File: config.mk
export PLATFORM = sky130hd
export DESIGN_NAME = ro_puf_array
export DESIGN_NICKNAME = d
export VERILOG_FILES = /design/src/rtl/ro_puf_array.sv
export SDC_FILE = /design/constraint.sdc
export NUM_CORES = 1
export LEC_CHECK = 0
export CAP_MARGIN = 20
export CORE_MARGIN = 10
export CORE_UTILIZATION = 50
export CTS_BUF_LIST = sky130_fd_sc_hd__clkbuf_8
export CTS_CLUSTER_SIZE = 20
export DETAILED_ROUTE_END_ITERATION = 12
export GPL_TIMING_DRIVEN = 0
export MAX_ROUTING_LAYER = met4
export PLACE_DENSITY = 0.79
export SLEW_MARGIN = 20
export SYNTH_ARGS = -nofsm -noshare
export SYNTH_HDL_FRONTEND = slang
export SYNTH_SLANG_ARGS = --single-unit
File: constraint.sdc
create_clock -name clk -period 9 [get_ports clk]
set_clock_uncertainty 0.1 [all_clocks]
set_input_delay 1.8 -clock clk [delete_from_list [all_inputs] [get_ports clk]]
set_output_delay 1.8 -clock clk [all_outputs]
set_load 0.02 [all_outputs]
File: src/rtl/ro_puf_array.sv
// -----------------------------------------------------------------------------
// ro_puf_array
//
// Multi-channel ring-oscillator PUF controller. It enables a bank of NUM_RO
// external ring oscillators for a fixed window of WINDOW clk cycles and counts
// the rising edges of each one. It then walks RESP_W neighbouring pairs,
// starting at the challenge index, and builds one response bit per pair:
// bit k is set when oscillator (base+k) ran faster than oscillator (base+k+1).
//
// Optional feature macro: RO_PUF_TIE_MASK_EN
//   When it is defined, the block gains parameter THRESH and output resp_mask.
//   resp_mask flags pairs whose counts differ by less than THRESH, because
//   those response bits are unreliable.
//
// Ports
//   clk        in   system clock
//   rst        in   asynchronous, active-high reset
//   start      in   single-cycle request, sampled only while idle
//   challenge  in   base oscillator index, latched together with start
//   ro_en      out  enable to every oscillator (all bits equal)
//   ro_in      in   raw oscillator outputs, asynchronous to clk
//   busy       out  high whenever the controller is not idle
//   done       out  one-cycle pulse when the response is valid
//   response   out  response bits, held until the next accepted start
//   resp_mask  out  unreliable-bit flags (only with RO_PUF_TIE_MASK_EN)
// -----------------------------------------------------------------------------
module ro_puf_array #(
   parameter int unsigned NUM_RO = 8,     // power of two, 2..64
   parameter int unsigned CNT_W  = 16,    // per-channel edge-counter width
   parameter int unsigned WINDOW = 1024,  // counting window in clk cycles
   parameter int unsigned RESP_W = 8      // response bits, 1..NUM_RO
`ifdef RO_PUF_TIE_MASK_EN
   ,
   parameter int unsigned THRESH = 4      // minimum reliable count difference
`endif
) (
   input  logic                       clk,
   input  logic                       rst,
   input  logic                       start,
   input  logic [$clog2(NUM_RO)-1:0]  challenge,
   output logic [NUM_RO-1:0]          ro_en,
   input  logic [NUM_RO-1:0]          ro_in,
   output logic                       busy,
   output logic                       done,
   output logic [RESP_W-1:0]          response
`ifdef RO_PUF_TIE_MASK_EN
   ,
   output logic [RESP_W-1:0]          resp_mask
`endif
);

   // --------------------------------------------------------------------------
   // Derived widths
   // --------------------------------------------------------------------------
   localparam int unsigned IDX_W = $clog2(NUM_RO);
   localparam int unsigned K_W   = (RESP_W > 1) ? $clog2(RESP_W) : 1;
   localparam int unsigned T_W   = (WINDOW > 1) ? $clog2(WINDOW) : 1;

   // --------------------------------------------------------------------------
   // FSM encoding
   // --------------------------------------------------------------------------
   localparam logic [2:0] S_IDLE    = 3'd0;
   localparam logic [2:0] S_SETTLE  = 3'd1;
   localparam logic [2:0] S_COUNT   = 3'd2;
   localparam logic [2:0] S_COMPARE = 3'd3;
   localparam logic [2:0] S_DONE    = 3'd4;

   // --------------------------------------------------------------------------
   // State
   // --------------------------------------------------------------------------
   logic [2:0]        state_q,  state_d;
   logic [T_W-1:0]    timer_q,  timer_d;   // SETTLE and COUNT cycle counter
   logic [K_W-1:0]    k_q,      k_d;       // COMPARE step index
   logic [IDX_W-1:0]  base_q,   base_d;    // latched challenge

   logic              ro_en_q;
   logic              busy_q;
   logic              done_q;
   logic [RESP_W-1:0] response_q;

   // Synchroniser chain and edge-history flop per channel
   logic [NUM_RO-1:0] sync1_q;
   logic [NUM_RO-1:0] sync2_q;
   logic [NUM_RO-1:0] hist_q;
   logic [NUM_RO-1:0] rise;

   logic [CNT_W-1:0]  cnt_q [NUM_RO];

   logic              start_acc;   // start accepted this cycle
   logic              count_en;    // edges are counted this cycle

   // Pair selection for the current COMPARE step
   logic [IDX_W-1:0]  idx_a;
   logic [IDX_W-1:0]  idx_b;
   logic [CNT_W-1:0]  cnt_a;
   logic [CNT_W-1:0]  cnt_b;
   logic              a_gt_b;

   // --------------------------------------------------------------------------
   // Oscillator input synchronisers and rising-edge detection
   // --------------------------------------------------------------------------
   always_ff @(posedge clk or posedge rst) begin
      // NOTE: every flop in a clocked block is written with <=, so each
      // register samples the value its neighbour held before the edge; a
      // blocking '=' here would collapse the three stages into one.
      if (rst) begin
         sync1_q <= '0;
         sync2_q <= '0;
         hist_q  <= '0;
      end else begin
         sync1_q <= ro_in;
         sync2_q <= sync1_q;
         hist_q  <= sync2_q;
      end
   end

   assign rise = sync2_q & ~hist_q;

   // --------------------------------------------------------------------------
   // Next-state logic
   // --------------------------------------------------------------------------
   assign start_acc = (state_q == S_IDLE) && start;
   assign count_en  = (state_q == S_COUNT);

   always_comb begin
      // NOTE: every signal assigned below gets its hold value first, so no
      // path through the case leaves it unassigned and no latch is inferred.
      state_d = state_q;
      timer_d = timer_q;
      k_d     = k_q;
      base_d  = base_q;

      case (state_q)
         S_IDLE: begin
            if (start) begin
               base_d  = challenge;
               timer_d = '0;
               state_d = S_SETTLE;
            end
         end

         // Two cycles with the oscillators running but nothing counted, so
         // the synchronisers hold live data before the window opens.
         S_SETTLE: begin
            if (timer_q == T_W'(1)) begin
               timer_d = '0;
               state_d = S_COUNT;
            end else begin
               timer_d = timer_q + T_W'(1);
            end
         end

         S_COUNT: begin
            if (timer_q == T_W'(WINDOW - 1)) begin
               timer_d = '0;
               k_d     = '0;
               state_d = S_COMPARE;
            end else begin
               timer_d = timer_q + T_W'(1);
            end
         end

         S_COMPARE: begin
            if (k_q == K_W'(RESP_W - 1)) begin
               k_d     = '0;
               state_d = S_DONE;
            end else begin
               k_d = k_q + K_W'(1);
            end
         end

         S_DONE: begin
            state_d = S_IDLE;
         end

         default: begin
            state_d = S_IDLE;
         end
      endcase
   end

   // --------------------------------------------------------------------------
   // FSM registers. The outputs are decoded from the next state and
   // registered, so ro_en/busy/done change exactly with the state and never
   // glitch on the oscillator enables.
   // --------------------------------------------------------------------------
   always_ff @(posedge clk or posedge rst) begin
      if (rst) begin
         state_q <= S_IDLE;
         timer_q <= '0;
         k_q     <= '0;
         base_q  <= '0;
         ro_en_q <= 1'b0;
         busy_q  <= 1'b0;
         done_q  <= 1'b0;
      end else begin
         state_q <= state_d;
         timer_q <= timer_d;
         k_q     <= k_d;
         base_q  <= base_d;
         ro_en_q <= (state_d == S_SETTLE) || (state_d == S_COUNT);
         busy_q  <= (state_d != S_IDLE);
         done_q  <= (state_d == S_DONE);
      end
   end

   // --------------------------------------------------------------------------
   // Saturating per-channel edge counters
   // --------------------------------------------------------------------------
   always_ff @(posedge clk or posedge rst) begin
      // NOTE: the counter array is a handful of flops rather than a RAM, so it
      // takes the asynchronous reset like any other register; a real memory
      // macro would have no reset and would be cleared by start instead.
      if (rst) begin
         for (int i = 0; i < NUM_RO; i++) begin
            cnt_q[i] <= '0;
         end
      end else if (start_acc) begin
         for (int i = 0; i < NUM_RO; i++) begin
            cnt_q[i] <= '0;
         end
      end else if (count_en) begin
         for (int i = 0; i < NUM_RO; i++) begin
            // Hold at all-ones so a very fast oscillator never wraps and
            // suddenly looks like the slowest one.
            if (rise[i] && (cnt_q[i] != '1)) begin
               cnt_q[i] <= cnt_q[i] + CNT_W'(1);
            end
         end
      end
   end

   // --------------------------------------------------------------------------
   // Pair comparison. Index arithmetic is IDX_W bits wide, so stepping past
   // NUM_RO-1 wraps to 0 by truncation (NUM_RO is a power of two).
   // --------------------------------------------------------------------------
   assign idx_a  = base_q + IDX_W'(k_q);
   assign idx_b  = idx_a + IDX_W'(1);
   assign cnt_a  = cnt_q[idx_a];
   assign cnt_b  = cnt_q[idx_b];
   assign a_gt_b = (cnt_a > cnt_b);   // strict: a tie yields 0

   always_ff @(posedge clk or posedge rst) begin
      if (rst) begin
         response_q <= '0;
      end else if (start_acc) begin
         response_q <= '0;
      end else if (state_q == S_COMPARE) begin
         response_q[k_q] <= a_gt_b;
      end
   end

`ifdef RO_PUF_TIE_MASK_EN
   // --------------------------------------------------------------------------
   // Unreliable-bit mask: a pair whose counts are within THRESH of each other
   // may flip between evaluations, so its response bit is flagged.
   // --------------------------------------------------------------------------
   logic [CNT_W-1:0]  cnt_diff;
   logic              near_tie;
   logic [RESP_W-1:0] resp_mask_q;

   assign cnt_diff = a_gt_b ? (cnt_a - cnt_b) : (cnt_b - cnt_a);
   assign near_tie = (32'(cnt_diff) < THRESH);

   always_ff @(posedge clk or posedge rst) begin
      if (rst) begin
         resp_mask_q <= '0;
      end else if (start_acc) begin
         resp_mask_q <= '0;
      end else if (state_q == S_COMPARE) begin
         resp_mask_q[k_q] <= near_tie;
      end
   end

   assign resp_mask = resp_mask_q;
`endif

   // --------------------------------------------------------------------------
   // Outputs
   // --------------------------------------------------------------------------
   assign ro_en    = {NUM_RO{ro_en_q}};
   assign busy     = busy_q;
   assign done     = done_q;
   assign response = response_q;

endmodule

Word-level counts from Yosys, hierarchy flattened
Index checks and enable logic that the tools add are counted.
{"block": "word_totals", "input_bits": 14, "register_bits": 182, "out_inout_bits": 18, "word_cells": 128}
{"block": "op_classes", "add_sub_neg": 12, "magnitude_cmp": 5, "reduce_logical": 36, "n_mux": 33, "bitwise_logic": 4, "n_eq_ne": 19}
{"op": "two-way mux 128 bit", "n": 2}
{"op": "two-way mux 16 bit", "n": 12}
{"op": "adder 16 x 1 -> 16 bit (second input constant)", "n": 8}
{"op": "inequality test 16 bit (second input constant)", "n": 8}
{"op": "binary-select mux 16 bit (select 3 bit)", "n": 2}
{"op": "two-way mux 10 bit", "n": 3}
{"op": "case mux 10 bit (3 select lines)", "n": 1}
{"op": "AND reduction 2 bit", "n": 11}
{"op": "nonzero test 2 bit", "n": 11}
{"op": "two-way mux 3 bit", "n": 6}
{"op": "> comparator 16 bit", "n": 1}
{"op": "two-way mux 8 bit", "n": 2}
{"op": "case mux 3 bit (4 select lines)", "n": 1}
{"op": "adder 10 x 1 -> 10 bit (second input constant)", "n": 1}
{"op": "== test 10 x 1 -> 1 bit (second input constant)", "n": 1}
{"op": "== test 10 bit (second input constant)", "n": 1}
{"op": "logical AND 1 bit", "n": 10}
{"op": "== test 3 x 2 -> 1 bit (second input constant)", "n": 3}
{"op": "AND 8 bit", "n": 1}
{"op": "bitwise mux 8 bit", "n": 1}
{"op": ">= comparator 4 bit (second input constant)", "n": 2}
{"op": "NOT 3 -> 4 bit", "n": 2}
{"op": "NOT 8 bit", "n": 1}
{"op": "adder 3 x 1 -> 3 bit (second input constant)", "n": 2}
{"op": "13 further kinds", "n": 16}

Logic depth before layout (Yosys ltp)
{"block": "depth", "word_depth": 10, "mapped_depth": 17, "depth_no_buf": 14}

Worst setup path after synthesis
Ideal clock, no wire load.
{"block": "synth_path", "path_type": "flip-flop to flip-flop", "from": "register k_q[0]", "to": "register response_q[1] (netlist: response[1])", "setup_ns": 0.067, "path_stages_with_launch": 17, "required_ns": 8.833, "arrival_ns": 4.272, "setup_slack_ns": 4.561, "n_path_buf": 3, "path_cell_list": "dfrtp_1 ha_1 inv_1 fa_1 buf_2 inv_1 ha_1 clkbuf_1 buf_1 mux4_2 mux2i_1 ha_1 nand4_1 nor4_1 o21ai_0 o211ai_1 a41o_1"}
{"block": "synth_between", "elab_chain_len": 10}
{"element": "start, declared", "line_no": "73", "text": "logic [K_W-1:0] k_q, k_d;"}
{"element": "start signal, assigned", "line_no": "199", "text": "k_q <= k_d;"}
{"element": "adder 3 bit", "line_no": "237", "text": "assign idx_a = base_q + IDX_W'(k_q);"}
{"element": "adder 3 x 1 -> 3 bit", "line_no": "238", "text": "assign idx_b = idx_a + IDX_W'(1);"}
{"element": "NOT 3 -> 4 bit (implied by the code)", "line_no": "240", "text": "assign cnt_b = cnt_q[idx_b];"}
{"element": "binary-select mux 16 bit (select 3 bit)", "line_no": "240"}
{"element": "two-way mux 16 bit (implied by the code) (2 in a row)", "line_no": "240"}
{"element": "> comparator 16 bit", "line_no": "241", "text": "assign a_gt_b = (cnt_a > cnt_b);"}
{"element": "bitwise mux 8 bit (*)", "line_no": "249", "text": "response_q[k_q] <= a_gt_b;"}
{"element": "two-way mux 8 bit (*)", "line_no": "248", "text": "end else if (state_q == S_COMPARE) begin"}
{"element": "two-way mux 8 bit (*)", "line_no": "246", "text": "end else if (start_acc) begin"}
{"element": "end signal, assigned by index", "line_no": "249"}
{"element": "end, declared", "line_no": "79", "text": "logic [RESP_W-1:0] response_q;"}
Every way passes the cells marked *; elsewhere a longest branch is shown, timed or not. The select of a mux whose other input is x is not followed.
A chain may end at the register's enable or synchronous reset.

Final worst setup path
{"block": "layout_path", "from": "register k_q[0]", "to": "register response_q[2] (netlist: response[2])"}
Same word-level chain as after synthesis.

==> results.json <==
{
  "rrSetupSlack_ns": 2.81,
  "synth_area_leaders": "dfrtp_1, mux4_2, mux2i_1, nor2_1, nand2_1",
  "clockBufferDepth": 2,
  "reg2reg_from": "k_q[0]$_DFFE_PP0P_",
  "grt_pass1_vias": 9082,
  "min-delay-start": "sync1_q[2]$_DFF_PP0_",
  "die_x_um": 172,
  "yosysUniqueCellTypes": 72,
  "tightest_slew_ns": 0.974,
  "netlist_instances": 1149,
  "areaGrowthSynthToFinish_pct": 9.76,
  "critPathMaxFanout": 10,
  "hold_depth": 0,
  "ioPinCount": 32,
  "peakVddDrop_mv": 0.0988,
  "cts_sinks": 182,
  "route.vias.total": 9695,
  "crit_path_end_kind": "register",
  "grtUsageMet3_pct": 5.18,
  "outcome": "complete, no violations",
  "dp_cells": 1466,
  "rows": 55,
  "synth_nets": 1194,
  "path_clk_slew_ns": 0.12,
  "grt_use_total_pct": 23.7,
  "initial_core_util_pct": 50.8,
  "pwr-share-seq_pct": 49.5,
  "synth_edf_count": 0,
  "swShare_pct": 33.6,
  "setup_ws_ns": 2.81,
  "syn_area_mm2": 0.0115,
  "num-fill-cells": 1940,
  "period_share_pct": 68.8,
  "min_to": "sync2_q[2]$_DFF_PP0_",
  "clk_latency_ns": 0.51,
  "p_comb_share_pct": 19.8,
  "ctsHoldBuffers": 0,
  "postCtsSetupBuffers": 0,
  "grt.met1_usage_pct": 31.3,
  "drc_errors": 0,
  "antenna_found_initial": 1,
  "min_path_type": "reg -> reg",
  "ys_seq_area_share_pct": 39.6,
  "grt_max_degree": 95,
  "die-area_mm2": 0.0295,
  "p_total_mw": 1.93,
  "synth_largest_area_cell": "dfrtp_1",
  "fin_setup_tns_ns": 0,
  "power.density_mw_per_mm2": 153,
  "port_buffers": 31,
  "fmax_mhz": 161,
  "gp_congestion": 1.03,
  "required_ns": 9.35,
  "finalHoldViolCount": 0,
  "drive_above_1_share_pct": 12.0,
  "routed_via_density": 6.46,
  "wl_per_cell_um": 22.3,
  "dpl_worst_slack_ns": 3.07,
  "cts_tree": "yes",
  "r2r-end": "response[2]$_DFFE_PP0P_",
  "gr-total-overflow": 0,
  "ctsResizeCount": 0,
  "grt_util_met2_pct": 35.0,
  "drt-total-wl_um": 33400,
  "synthTopCellsByCount": "dfrtp_1, nor2_1, nand2_1",
  "power_leakage_nw": 5.20,
  "timing.hold.ws_ns": 0.259,
  "drtPass1Iterations": 5,
  "drt-initial-drc-count": 902,
  "synth_seq_cells": 182,
  "cts-htree-levels": 4,
  "postRouteAntennaNets": 0,
  "p_switching_mw": 0.648,
  "yosysMostFrequentCell": "dfrtp_1",
  "syn_area_per_cell_um2": 10.0,
  "numCtsBuffers": 17,
  "power.internal_mw": 1.28,
  "slew_viol_final": 0,
  "start_kind": "register",
  "ys.flop_type": "dfrtp_1",
  "clkPwrFrac_pct": 30.7,
  "top_usage_layer": "met2",
  "grt_pass1_wl_um": 51900,
  "maxSlewHeadroom_pct": 34.5,
  "cp.arrival_ns": 6.55,
  "final_cells": 1500,
  "coreArea_mm2": 0.0226,
  "setup_viol": 0,
  "nNetsFinal": 1245,
  "die-height_um": 172,
  "async_flop_share_pct": 100,
  "reg2regPathDepth": 17,
  "ctsRootBufferMaster": "clkbuf_8",
  "path_class": "reg -> reg",
  "min_period_ns": 6.19,
  "hpwl_um": 24500,
  "yosys.area.top_type_share_pct": 39.6,
  "rsz0062_at_grt": "no",
  "maxCapViolations": 0,
  "synth_warnings": 0
}
==> sequential cells by signal, indices dropped and copies added, names as in the netlist <==
name	cells
sync1_q	8
base_q	3
done	1
response	8
ro_en_q	1
k_q	3
cnt_q	128
hist_q	8
sync2_q	8
state_q	3
busy	1
timer_q	10
==> routing by layer <==
| layer | vias to the layer above | part of all wire, % |
|---|---|---|
| met1 | 4752 | 43 |
| met5 | - | 0 |
| met4 | 0 | 3.6 |
| met3 | 82 | 8.8 |
| li1 | 4408 | - |
| met2 | 453 | 45 |
==> critical path, stage by stage, from the launching register on <==
cell and delay, ns:
dfrtp_1 0.48, ha_1 0.18, inv_1 0.04, fa_1 0.47, buf_2 0.29, inv_1 0.18, ha_1 0.30, clkbuf_1 0.28
buf_2 0.37, clkbuf_1 0.57, mux4_2 0.40, mux2i_1 0.15, ha_1 0.18, nand4_1 0.19, nor4_1 0.83, o21ai_0 0.31
o211ai_1 0.50, a41o_1 0.29
==> cells by family (layout without fill, tap and decap cells) <==
kind of cell	Yosys count	after routing	synth area share (%)
AOI/OAI and AO/OA	198	198	12.0
buffers and inverters	85	149	3.38
xor gates and xnor gates	62	62	4.85
DFF	182	182	39.6
other	0	2	0
muxes	116	116	15.3
adders and majority gates	31	31	3.44
and+or+nand+nor	475	475	21.4
==> final cells by class <==
cell class,count,area [um2],share of cell area (%)
well taps,285,357,2.83
multi-input cells,882,6550,51.9
clock buffers,17,234,1.85
diodes,2,5.00,0.0397
clock inverters,15,181,1.44
plain buffers,72,340,2.70
repair buffers,32,338,2.68
flip-flops and latches,182,4550,36.1
inverters,13,56.3,0.446
==> power groups by stage <==
stage          sequential (mW)  clock [mW]  combinational [mW]
3_3_place_gp             0.962           0               0.370
4_1_cts                  0.949       0.597               0.380
6_report                 0.954       0.592               0.383
2_1_floorplan            0.934           0               0.293
3_5_place_dp             0.965           0               0.378
5_1_grt                  0.960       0.631               0.421
==> metrics by stage <==
step | instance area [um2] | util [%]
after global routing | 12600 | 55.7
after floorplan | 11500 | -
after CTS | 12600 | 55.7
final | 12600 | 55.7
after global placement | 12200 | 53.7
after detailed placement | 12200 | 53.9
==> layout by cell type, fill, tap and decap left out, types with 7 or more instances in the layout <==
cell type        instances
buf_4                    8
ha_1                    30
inv_1                   12
clkbuf_8                17
nor3_1                  23
nand3_1                 46
o211ai_1                 9
clkbuf_1                26
and3_1                  28
and2_1                   8
nor4_1                  13
buf_2                   32
dfrtp_1                182
a211oi_1                16
a41o_1                  15
a21oi_1                 47
and4_1                  14
or3_1                   16
o21ai_0                 38
nor2_1                 124
mux4_2                  48
a31oi_1                 16
clkdlybuf4s50_1         31
xor2_1                  15
a221oi_1                15
nand4_1                 35
nand2b_1                 7
nor2b_1                 13
nand2_1                111
xnor2_1                 45
mux2i_1                 67
==> worst max-delay path by stage <==
stage	cells past startpoint	slack, ns	startpoint	to
6_report	17	2.81	k_q[0]$_DFFE_PP0P_	response[2]$_DFFE_PP0P_
5_1_grt	16	2.50	k_q[0]$_DFFE_PP0P_	response[2]$_DFFE_PP0P_
4_1_cts	16	3.02	k_q[0]$_DFFE_PP0P_	response[2]$_DFFE_PP0P_
3_5_place_dp	16	3.07	k_q[0]$_DFFE_PP0P_	response[2]$_DFFE_PP0P_
3_3_place_gp	2	-0.34	rst	cnt_q[49]$_DFFE_PP0P_
2_1_floorplan	1	2.16	rst	base_q[0]$_DFFE_PP0P_
No activity file was read; power rests on OpenSTA's default activity.
